**src/rtl/perf_pkg.sv**
```systemverilog
// Shared types and helpers for the performance-counter snapshot reader.
// Optional read-and-clear behaviour is enabled with PERF_SNAP_CLEAR_EN.
package perf_pkg;

  localparam int PERF_NUM_CNT = 4;
  localparam int PERF_CNT_W   = 4;
  // Widest counter bus the slice helper accepts; counters up to 32 bits each.
  localparam int PERF_BUS_W   = 256;

  typedef enum logic [0:0] {
    ST_IDLE = 1'b0,
    ST_SEND = 1'b1
  } perf_state_e;

  // Returns counter i (width w) of a packed bus, right-aligned in 32 bits.
  function automatic logic [31:0] cnt_slice(input logic [PERF_BUS_W-1:0] bus,
                                            input int w, input int i);
    return 32'(bus >> (i * w));
  endfunction

endpackage

```
**src/rtl/perf_shadow_bank.sv**
```systemverilog
// Capture registers for one snapshot of the counter bank, with an indexed read port.
// Built as part of perf_snapshot_reader (see PERF_SNAP_CLEAR_EN there).
module perf_shadow_bank
  import perf_pkg::*;
#(
  parameter int NUM_CNT = PERF_NUM_CNT,
  parameter int CNT_W   = PERF_CNT_W,
  parameter int IDX_W   = $clog2(NUM_CNT)
) (
  input  logic                     clk,
  input  logic                     reset,
  input  logic                     load,
  input  logic [NUM_CNT*CNT_W-1:0] cnt_in,
  input  logic [IDX_W-1:0]         rd_idx,
  output logic [CNT_W-1:0]         rd_data
);

  logic [CNT_W-1:0] shadow_word [NUM_CNT];

  genvar gi;
  generate
    for (gi = 0; gi < NUM_CNT; gi++) begin : g_slot
      logic [CNT_W-1:0] value_reg;

      always_ff @(posedge clk) begin
        if (reset) begin
          value_reg <= '0;
        end else if (load) begin
          value_reg <= CNT_W'(cnt_slice(PERF_BUS_W'(cnt_in), CNT_W, gi));
        end
      end

      assign shadow_word[gi] = value_reg;
    end
  endgenerate

  // Out-of-range indices (non power-of-two banks) read as zero.
  always_comb begin
    rd_data = '0;
    if (int'(rd_idx) < NUM_CNT) begin
      rd_data = shadow_word[rd_idx];
    end
  end

endmodule

```
**src/rtl/perf_snapshot_reader.sv**
```systemverilog
// Snapshots the counter bank on request and streams the values out one per beat.
// Define PERF_SNAP_CLEAR_EN to pulse clr_out once per accepted snapshot.
module perf_snapshot_reader
  import perf_pkg::*;
#(
  parameter int NUM_CNT = PERF_NUM_CNT,
  parameter int CNT_W   = PERF_CNT_W,
  parameter int IDX_W   = $clog2(NUM_CNT)
) (
  input  logic                     clk,
  input  logic                     reset,
  input  logic                     snap_req,
  input  logic [NUM_CNT*CNT_W-1:0] cnt_in,
  output logic                     clr_out,
  output logic                     busy,
  output logic                     snap_overrun,
  output logic                     m_valid,
  input  logic                     m_ready,
  output logic [CNT_W-1:0]         m_data,
  output logic [IDX_W-1:0]         m_idx,
  output logic                     m_last
);

  perf_state_e      state_reg, state_next;
  logic             m_valid_reg, m_valid_next;
  logic [CNT_W-1:0] m_data_reg, m_data_next;
  logic [IDX_W-1:0] m_idx_reg, m_idx_next;
  logic             m_last_reg, m_last_next;
  logic             overrun_reg;
  logic             accept;
  logic             handshake;
  logic [IDX_W-1:0] idx_plus;
  logic [CNT_W-1:0] rd_data;

  assign accept    = snap_req && (state_reg == ST_IDLE);
  assign handshake = m_valid_reg && m_ready;
  assign idx_plus  = m_idx_reg + IDX_W'(1);

  // The bank is read one index ahead so the next beat's data can be registered.
  perf_shadow_bank #(
    .NUM_CNT (NUM_CNT),
    .CNT_W   (CNT_W),
    .IDX_W   (IDX_W)
  ) u_shadow (
    .clk     (clk),
    .reset   (reset),
    .load    (accept),
    .cnt_in  (cnt_in),
    .rd_idx  (idx_plus),
    .rd_data (rd_data)
  );

  always_comb begin
    state_next   = state_reg;
    m_valid_next = m_valid_reg;
    m_data_next  = m_data_reg;
    m_idx_next   = m_idx_reg;
    m_last_next  = m_last_reg;
    case (state_reg)
      ST_IDLE: begin
        if (snap_req) begin
          // The shadow bank loads at this same edge, so beat 0 comes straight from cnt_in.
          state_next   = ST_SEND;
          m_valid_next = 1'b1;
          m_idx_next   = '0;
          m_data_next  = CNT_W'(cnt_slice(PERF_BUS_W'(cnt_in), CNT_W, 0));
          m_last_next  = 1'b0;
        end
      end
      ST_SEND: begin
        if (handshake) begin
          if (m_last_reg) begin
            state_next   = ST_IDLE;
            m_valid_next = 1'b0;
            m_idx_next   = '0;
            m_last_next  = 1'b0;
          end else begin
            m_idx_next   = idx_plus;
            m_data_next  = rd_data;
            m_last_next  = (idx_plus == IDX_W'(NUM_CNT - 1));
          end
        end
      end
      default: begin
        state_next   = ST_IDLE;
        m_valid_next = 1'b0;
      end
    endcase
  end

  always_ff @(posedge clk) begin
    if (reset) begin
      state_reg   <= ST_IDLE;
      m_valid_reg <= 1'b0;
      m_data_reg  <= '0;
      m_idx_reg   <= '0;
      m_last_reg  <= 1'b0;
      overrun_reg <= 1'b0;
    end else begin
      state_reg   <= state_next;
      m_valid_reg <= m_valid_next;
      m_data_reg  <= m_data_next;
      m_idx_reg   <= m_idx_next;
      m_last_reg  <= m_last_next;
      if (snap_req && (state_reg == ST_SEND)) begin
        overrun_reg <= 1'b1;
      end
    end
  end

`ifdef PERF_SNAP_CLEAR_EN
  logic clr_reg;

  always_ff @(posedge clk) begin
    if (reset) begin
      clr_reg <= 1'b0;
    end else begin
      clr_reg <= accept;
    end
  end

  assign clr_out = clr_reg;
`else
  assign clr_out = 1'b0;
`endif

  assign busy         = (state_reg == ST_SEND);
  assign snap_overrun = overrun_reg;
  assign m_valid      = m_valid_reg;
  assign m_data       = m_data_reg;
  assign m_idx        = m_idx_reg;
  assign m_last       = m_last_reg;

endmodule

```
**config.mk**
```make
export PLATFORM = sky130hd
export DESIGN_NAME = perf_snapshot_reader
export DESIGN_NICKNAME = d
export VERILOG_FILES = /design/src/rtl/perf_pkg.sv /design/src/rtl/perf_shadow_bank.sv /design/src/rtl/perf_snapshot_reader.sv
export SDC_FILE = /design/constraint.sdc
export NUM_CORES = 1
export LEC_CHECK = 0
export CORE_AREA = 2 2 63 65
export DETAILED_ROUTE_END_ITERATION = 16
export DIE_AREA = 0 0 65 67
export HOLD_SLACK_MARGIN = 0.12
export PLACE_DENSITY = 0.53
export SYNTH_ARGS = -nofsm -noshare
export SYNTH_HDL_FRONTEND = slang
export SYNTH_SLANG_ARGS = --single-unit
```
**constraint.sdc**
```tcl
create_clock -name clk -period 3.3 [get_ports clk]
set_clock_uncertainty 0.15 [all_clocks]
set_input_delay 0.99 -clock clk [delete_from_list [all_inputs] [get_ports clk]]
set_output_delay 0.99 -clock clk [all_outputs]
set_load 0.02 [all_outputs]
```
### Word-level counts from Yosys, hierarchy flattened

Index checks and enable logic that the tools add are counted.

* add/sub/neg operators: 1
* order comparisons: 1
* equality and inequality tests: 5
* muxes and demuxes: 23
* bitwise logic cells: 2
* reductions and logical operators: 6

Operators by type and width (count)
* 2-to-1 mux 4 bit: 5
* 2-to-1 mux 1 bit: 9
* binary-select mux 4 bit (select 2 bit): 1
* case mux 4 bit (2 select lines): 1
* 2-to-1 mux 2 bit: 3
* case mux 1 bit (2 select lines): 3
* AND reduction 3 bit: 2
* inequality test 2 x 1 -> 1 bit (second input constant): 2
* inequality test 2 bit (second input constant): 2
* case mux 2 bit (2 select lines): 1
* greater-or-equal comparator 3 bit (second input constant): 1
* logical AND 1 bit: 3
* inverter 2 -> 3 bit: 1
* adder 2 x 1 -> 2 bit (second input constant): 1
* equality test 2 bit (second input constant): 1
* AND reduction 2 bit: 1
* inverter 1 bit: 1

* register bits after elaboration: 26
* bits of input ports: 20
* output and inout bits: 11
* logic and storage cells: 48

### Longest topological paths before layout

Gate-level depths: netlist of the first run.

* depth after elaboration: 8
* mapped depth: 6
* mapped depth without buffers: 5

### Cells and area by module

From an unflattened synthesis of the first run, not the netlist that was laid out.

* cells, all modules: 113
* area, all modules: 1231.2 µm²

By module, submodules not included
* perf_shadow_bank: times used 1, cells an instance 56, area each 673.1 µm², seq. area each 320.3 µm²
* perf_snapshot_reader: times used 1, cells an instance 57, area each 558.0 µm², seq. area each 200.2 µm²

### Worst setup path after synthesis of the first run

Ideal clock, no wire load.

* path kind: input port to flip-flop
* start point: in m_ready
* end point: reg m_idx_reg[0], in the netlist m_idx[0]
* library setup time: 0.070 ns
* arrival: 1.681 ns
* required time: 3.080 ns
* path slack: 1.399 ns
* stages on the path: 3
* buffers on the path: 0
* cells stage by stage: nand3_4 > or4b_1 > a21oi_1

* cells in the longest elaborated chain, start to end: 3

Ends and longest elaborated chain
* start, declared: line perf_snapshot_reader.sv:18 `input logic m_ready,`
* logical AND 1 bit: line perf_snapshot_reader.sv:36 `assign handshake = m_valid_reg && m_ready;`
* inequality test 2 x 1 -> 1 bit (no source line)
* AND reduction 2 bit (no source line)
* end signal, assigned: line perf_snapshot_reader.sv:103 `m_idx_reg <= m_idx_next;`
* end, declared: line perf_snapshot_reader.sv:27 `logic [IDX_W-1:0] m_idx_reg, m_idx_next;`

Every way passes these cells.
A chain may end at the register's enable or synchronous reset.

### Worst setup path after layout of the first run

* start point: reg m_idx_reg[0], in the netlist m_idx[0]
* end point: out m_idx[0]

RTL lines
* end, declared: line perf_snapshot_reader.sv:20 `output logic [IDX_W-1:0] m_idx,`

No word-level cell between the ends.

==> flow_summary.json, run 1 <==
{
  "pwr-share-seq": 0.534,
  "rsz0062_at_grt": "no",
  "start_util": 0.327,
  "slowest_stage": "clkdlybuf4s50_1",
  "syn_nets": 161,
  "nets": 189,
  "antennaDiodeCount": 0,
  "power.internal_mw": 0.477,
  "max_freq_mhz": 358,
  "vias_per_cell": 4.79,
  "ctsResizeCount": 0,
  "num_rows": 22,
  "nFillCells": 371,
  "cp-end-kind": "primary output",
  "path_clk_slew_ns": 0.09,
  "drt_iter0_drc": 52,
  "pre_cts_ws_ns": 0.600,
  "vias": 1025,
  "critical_path_required_ns": 2.16,
  "finalHoldViolCount": 0,
  "cp.arrival_ns": 1.65,
  "critPathTopFamily": "buffers and inverters",
  "fin_setup_tns_ns": 0,
  "largest_register_ff_count": 16,
  "dpl-instance-area_sq_um": 1510,
  "numClockSinks": 26,
  "coreArea_sq_um": 3610,
  "async_reset_ff_frac": 0,
  "syn_inst": 140,
  "cts-buffers-inserted": 3,
  "cts_root_buffer": "clkbuf_8",
  "setup_violations": 0,
  "area_growth_pct": 31.3,
  "slowest_delay_ns": 0.71,
  "yosys_warnings": 0,
  "p_clk_frac": 0.278,
  "cts.path.max_buffers": 2,
  "sw_frac_of_total": 0.261,
  "ff_latch_area_sq_um": 520,
  "ant_nets": 0,
  "postLayoutSetupSlackWorst_ns": 0.506,
  "crit_chain": "clkdlybuf4s50_1",
  "cp-start-kind": "register",
  "leakagePower_nw": 0.553,
  "pwr-share-comb": 0.188,
  "critPathMaxFanout": 12,
  "path_buf_inv": 1,
  "htreeDepth": 1,
  "die-area_sq_um": 4360,
  "postLayoutCellArea_sq_um": 1550,
  "pwr_density_cell_nw_per_um2": 416,
  "hp-class": "register to register",
  "drv_slew": 0,
  "dieHeight_um": 67,
  "relSlewSlack": 0.444,
  "drt_wl_total_mm": 2.74,
  "worstMarginPinSlew_ns": 0.831,
  "cts_tree": "done",
  "hpwlAfterDp_mm": 1.93,
  "synth.cell_area_sq_um": 1180,
  "cts_hold_buf": 0,
  "synth_edf_count": 0,
  "pin_count": 31,
  "clk-insertion-delay-late_ns": 0.27,
  "max_cap_violations": 0,
  "status": "completed",
  "avgSynthCellArea_sq_um": 8.42,
  "multi_input_area_sq_um": 594,
  "synth.distinct_cells": 28,
  "die_x_um": 65,
  "grt_pass1_vias": 975,
  "drtPass1Iterations": 4,
  "p_sw_mw": 0.168,
  "crit_type": "register to primary output",
  "drive_gt1_frac": 0.102,
  "post-route-period-util": 0.847,
  "ys.flop_type": "dfxtp_1",
  "routabilityCongestion": 0.731,
  "grt_antenna_before_repair": 0,
  "wl_per_cell_um": 12.8,
  "drc": 0,
  "peakVddDrop_v": 0.000143,
  "finalPower_mw": 0.645,
  "gr-usage-all-layers": 0.137,
  "min_period_ns": 2.79,
  "postCtsSetupRepairBufs": 0,
  "grt_max_degree": 22,
  "ys_seq_area_frac": 0.442,
  "port_buffers": 29,
  "ys_seq_elements": 26,
  "grt_first_pass_wirelength_mm": 4.59,
  "grt_overflow": 0
}
## logic make-up (layout without fill, tap and decap cells)
| kind of cell | count (synthesis) | after routing | synth area share |
|---|---|---|---|
| other | 1 | 1 | 0.00318 |
| adder cells (fa/ha/maj) | 1 | 1 | 0.0106 |
| AND/OR/NAND/NOR | 61 | 61 | 0.258 |
| flip-flops | 26 | 26 | 0.442 |
| buffers and inverters | 12 | 38 | 0.0541 |
| multiplexers | 8 | 8 | 0.0764 |
| AO/OA/AOI/OAI | 31 | 31 | 0.156 |
## power groups by stage
stage	combinational (mW)	clock (mW)	sequential [mW]
detailed placement	0.122	0	0.352
finish	0.121	0.179	0.344
global placement	0.120	0	0.351
CTS	0.122	0.183	0.345
floorplan	0.0613	0	0.359
global route	0.133	0.198	0.347
## cells in the final DEF, fill, tap and decap left out, drive strengths merged
cell type and instances:
nor2b 3, a21oi 23, a31oi 3, and2b 3, a311oi 4, a211o 1
nand2 36, buf 5, nor3 4, clkdlybuf4s50 29, nand2b 1, dfxtp 26
nand3 7, ha 1, conb 1, nor2 3, or2 1, or4b 2
inv 1, clkbuf 3, and4b 1, mux2 8
## path summary, 6_finish.rpt
kind / slack [ns] / cells past startpoint / from / end
max: 0.51 / 1 / m_idx[0] / m_idx[0]
min reg2reg: 0.31 / 2 / u_shadow.g_slot[1].value_reg[2] / u_shadow.g_slot[1].value_reg[2]
min: 0.31 / 2 / u_shadow.g_slot[1].value_reg[2] / u_shadow.g_slot[1].value_reg[2]
max reg2reg: 1.23 / 4 / m_idx[0] / m_idx[1]
## cell type report
cell class,count,area share
clock buffers,3,0.0267
inverters,1,0.00243
multi-input cells,102,0.384
flip-flops and latches,26,0.336
well taps,48,0.0388
repair buffers,34,0.212
## per-layer routing
layer | track usage | routed length, um | vias up | share of wire
li1 | - | - | 533 | -
met1 | 0.183 | 1370 | 470 | 0.50
met2 | 0.215 | 1250 | 18 | 0.45
met3 | 0.0236 | 86 | 4 | 0.031
met4 | 0.0638 | 42 | 0 | 0.015
met5 | 0 | 0 | - | 0
## per-stage QoR
stage / hold slack (ns) / instances / util
after floorplan: 0.282 / 140 / -
after global routing: 0.317 / 214 / 0.429
after global placement: 0.291 / 211 / 0.418
final: 0.307 / 214 / 0.429
after CTS: 0.309 / 214 / 0.429
after detailed placement: 0.297 / 211 / 0.418
## Yosys cell counts (2+ instances only)
cell type | instances | area, sq um
nand3_1 | 6 | 30.0
a21oi_1 | 23 | 115
dfxtp_1 | 26 | 521
nor3_1 | 4 | 20.0
a31oi_1 | 3 | 18.8
and2b_1 | 3 | 22.5
or4b_1 | 2 | 20.0
buf_2 | 3 | 15.0
nor2b_1 | 2 | 12.5
nor2_1 | 3 | 11.3
mux2_2 | 5 | 56.3
a311oi_1 | 3 | 26.3
nand2_1 | 36 | 135
buf_4 | 2 | 15.0
clkbuf_1 | 4 | 15.0
mux2_1 | 3 | 33.8
(Power assumes the default switching activity.)
==> run 2: changes to the inputs <==
--- a/config.mk
+++ b/config.mk
@@ -9,7 +9,7 @@
 export DETAILED_ROUTE_END_ITERATION = 16
 export DIE_AREA = 0 0 65 67
 export HOLD_SLACK_MARGIN = 0.12
-export PLACE_DENSITY = 0.53
+export PLACE_DENSITY = 0.55
 export SYNTH_ARGS = -nofsm -noshare
 export SYNTH_HDL_FRONTEND = slang
 export SYNTH_SLANG_ARGS = --single-unit
==> constraint.sdc (replaced) <==
create_clock -name clk -period 2.4 [get_ports clk]
set_clock_uncertainty 0.15 [all_clocks]
set_input_delay 0.72 -clock clk [delete_from_list [all_inputs] [get_ports clk]]
set_output_delay 0.72 -clock clk [all_outputs]
set_load 0.02 [all_outputs]
==> run 2 against run 1 <==
Non-clock buffer count grew 2. Critical path depth is the same. Flip-flop and latch count is the same. Via count grew 0.68%. Global-route usage shrank 0.67 points. Critical endpoint unchanged.
==> flow_summary.json, run 2 (synthesis gave the netlist of run 1 again) <==
{
  "crit_chain": "clkdlybuf4s50_1",
  "ant_nets": 0,
  "postLayoutSetupSlackWorst_ns": 0.156,
  "htreeDepth": 1,
  "grt_first_pass_wirelength_mm": 4.42,
  "cts.path.max_buffers": 2,
  "max_cap_violations": 0,
  "vias_per_cell": 4.76,
  "finalHoldViolCount": 0,
  "status": "completed",
  "crit_type": "register to primary output",
  "cts_root_buffer": "clkbuf_8",
  "critical_path_required_ns": 1.53,
  "final_common_cell": "nand2_1",
  "dieHeight_um": 67,
  "pin_count": 31,
  "die-area_sq_um": 4360,
  "routabilityCongestion": 0.743,
  "cts-buffers-inserted": 3,
  "leakagePower_nw": 0.570,
  "grt_antenna_before_repair": 0,
  "cp-end-kind": "primary output",
  "die_x_um": 65,
  "path_clk_slew_ns": 0.09,
  "critPathTopFamily": "buffers and inverters",
  "wl_per_cell_um": 12.4,
  "antennaDiodeCount": 0,
  "hpwlAfterDp_mm": 1.97,
  "grt_pass1_vias": 948,
  "port_buffers": 29,
  "grt_overflow": 0,
  "vias": 1032,
  "postLayoutCellArea_sq_um": 1580,
  "drt_iter0_drc": 52,
  "finalPower_mw": 0.931,
  "drt_wl_total_mm": 2.69,
  "num_rows": 22,
  "min_period_ns": 2.24,
  "cp.arrival_ns": 1.37,
  "fin_setup_tns_ns": 0,
  "postCtsSetupRepairBufs": 0,
  "slowest_delay_ns": 0.65,
  "peakVddDrop_v": 0.000268,
  "hp-class": "register to register",
  "path_buf_inv": 1,
  "numClockSinks": 26,
  "drv_slew": 0,
  "post-route-period-util": 0.935,
  "cts_hold_buf": 0,
  "rsz0062_at_grt": "no",
  "dpl-instance-area_sq_um": 1520,
  "coreArea_sq_um": 3610,
  "largest_register_ff_count": 16,
  "area_growth_pct": 33.8,
  "postLayoutCoreUtil": 0.437,
  "drc": 0,
  "max_freq_mhz": 446,
  "start_util": 0.327,
  "nets": 191,
  "pwr_density_cell_nw_per_um2": 590,
  "pre_cts_ws_ns": 0.121,
  "setup_violations": 0,
  "gr-usage-all-layers": 0.131,
  "critPathMaxFanout": 6,
  "drive_gt1_frac": 0.118,
  "drtPass1Iterations": 4,
  "cts_tree": "done",
  "cp-start-kind": "register",
  "clk-insertion-delay-late_ns": 0.27,
  "nFillCells": 377,
  "most-common-layout-cells": "36 x nand2_1, 29 x clkdlybuf4s50_1, 26 x dfxtp_1, 23 x a21oi_1, 7 x buf_4",
  "slowest_stage": "clkdlybuf4s50_1",
  "grt_max_degree": 27,
  "ctsResizeCount": 0
}
==> run 2: changes by cell type in the layout (fill, tap and decap cells not counted) <==
cell and delta:
buf_4 +2, clkbuf_8 +1
==> run 2: where the power goes <==
group	switching, mW	leakage, nW	internal, mW
clock	0.142	0.0288	0.147
sequential	0.0149	0.214	0.458
combinational	0.0822	0.328	0.0869
==> run 2: stage by stage <==
step           std cells  hold WS, ns
2_1_floorplan        140        0.282
3_3_place_gp         213        0.289
3_5_place_dp         213        0.297
4_1_cts              217        0.310
5_1_grt              217        0.326
6_report             217        0.306
==> run 2: final cells by class <==
cell class	instances	area, sq um	share of cell area
inverter	1	3.75	0.00238
clock buffer	4	55.1	0.0349
timing repair buffer	36	343	0.217
sequential	26	520	0.330
multi-input combinational	102	594	0.377
tap	48	60.1	0.0381
==> run 2: metal layers <==
| metal | global-route usage | vias up | wire, um |
|---|---|---|---|
| li1 | - | 535 | - |
| met1 | 0.166 | 478 | 1280 |
| met2 | 0.224 | 15 | 1290 |
| met3 | 0.0186 | 4 | 82 |
| met4 | 0.0479 | 0 | 38 |
| met5 | 0 | - | 0 |
==> run 2: final timing paths <==
kind / start / endpoint / slack [ns] / cells after the start
max: m_idx[0] / m_idx[0] / 0.16 / 1
min: u_shadow.g_slot[3].value_reg[0] / u_shadow.g_slot[3].value_reg[0] / 0.31 / 2
max reg2reg: m_idx[0] / m_idx[1] / 0.60 / 4
min reg2reg: u_shadow.g_slot[3].value_reg[0] / u_shadow.g_slot[3].value_reg[0] / 0.31 / 2
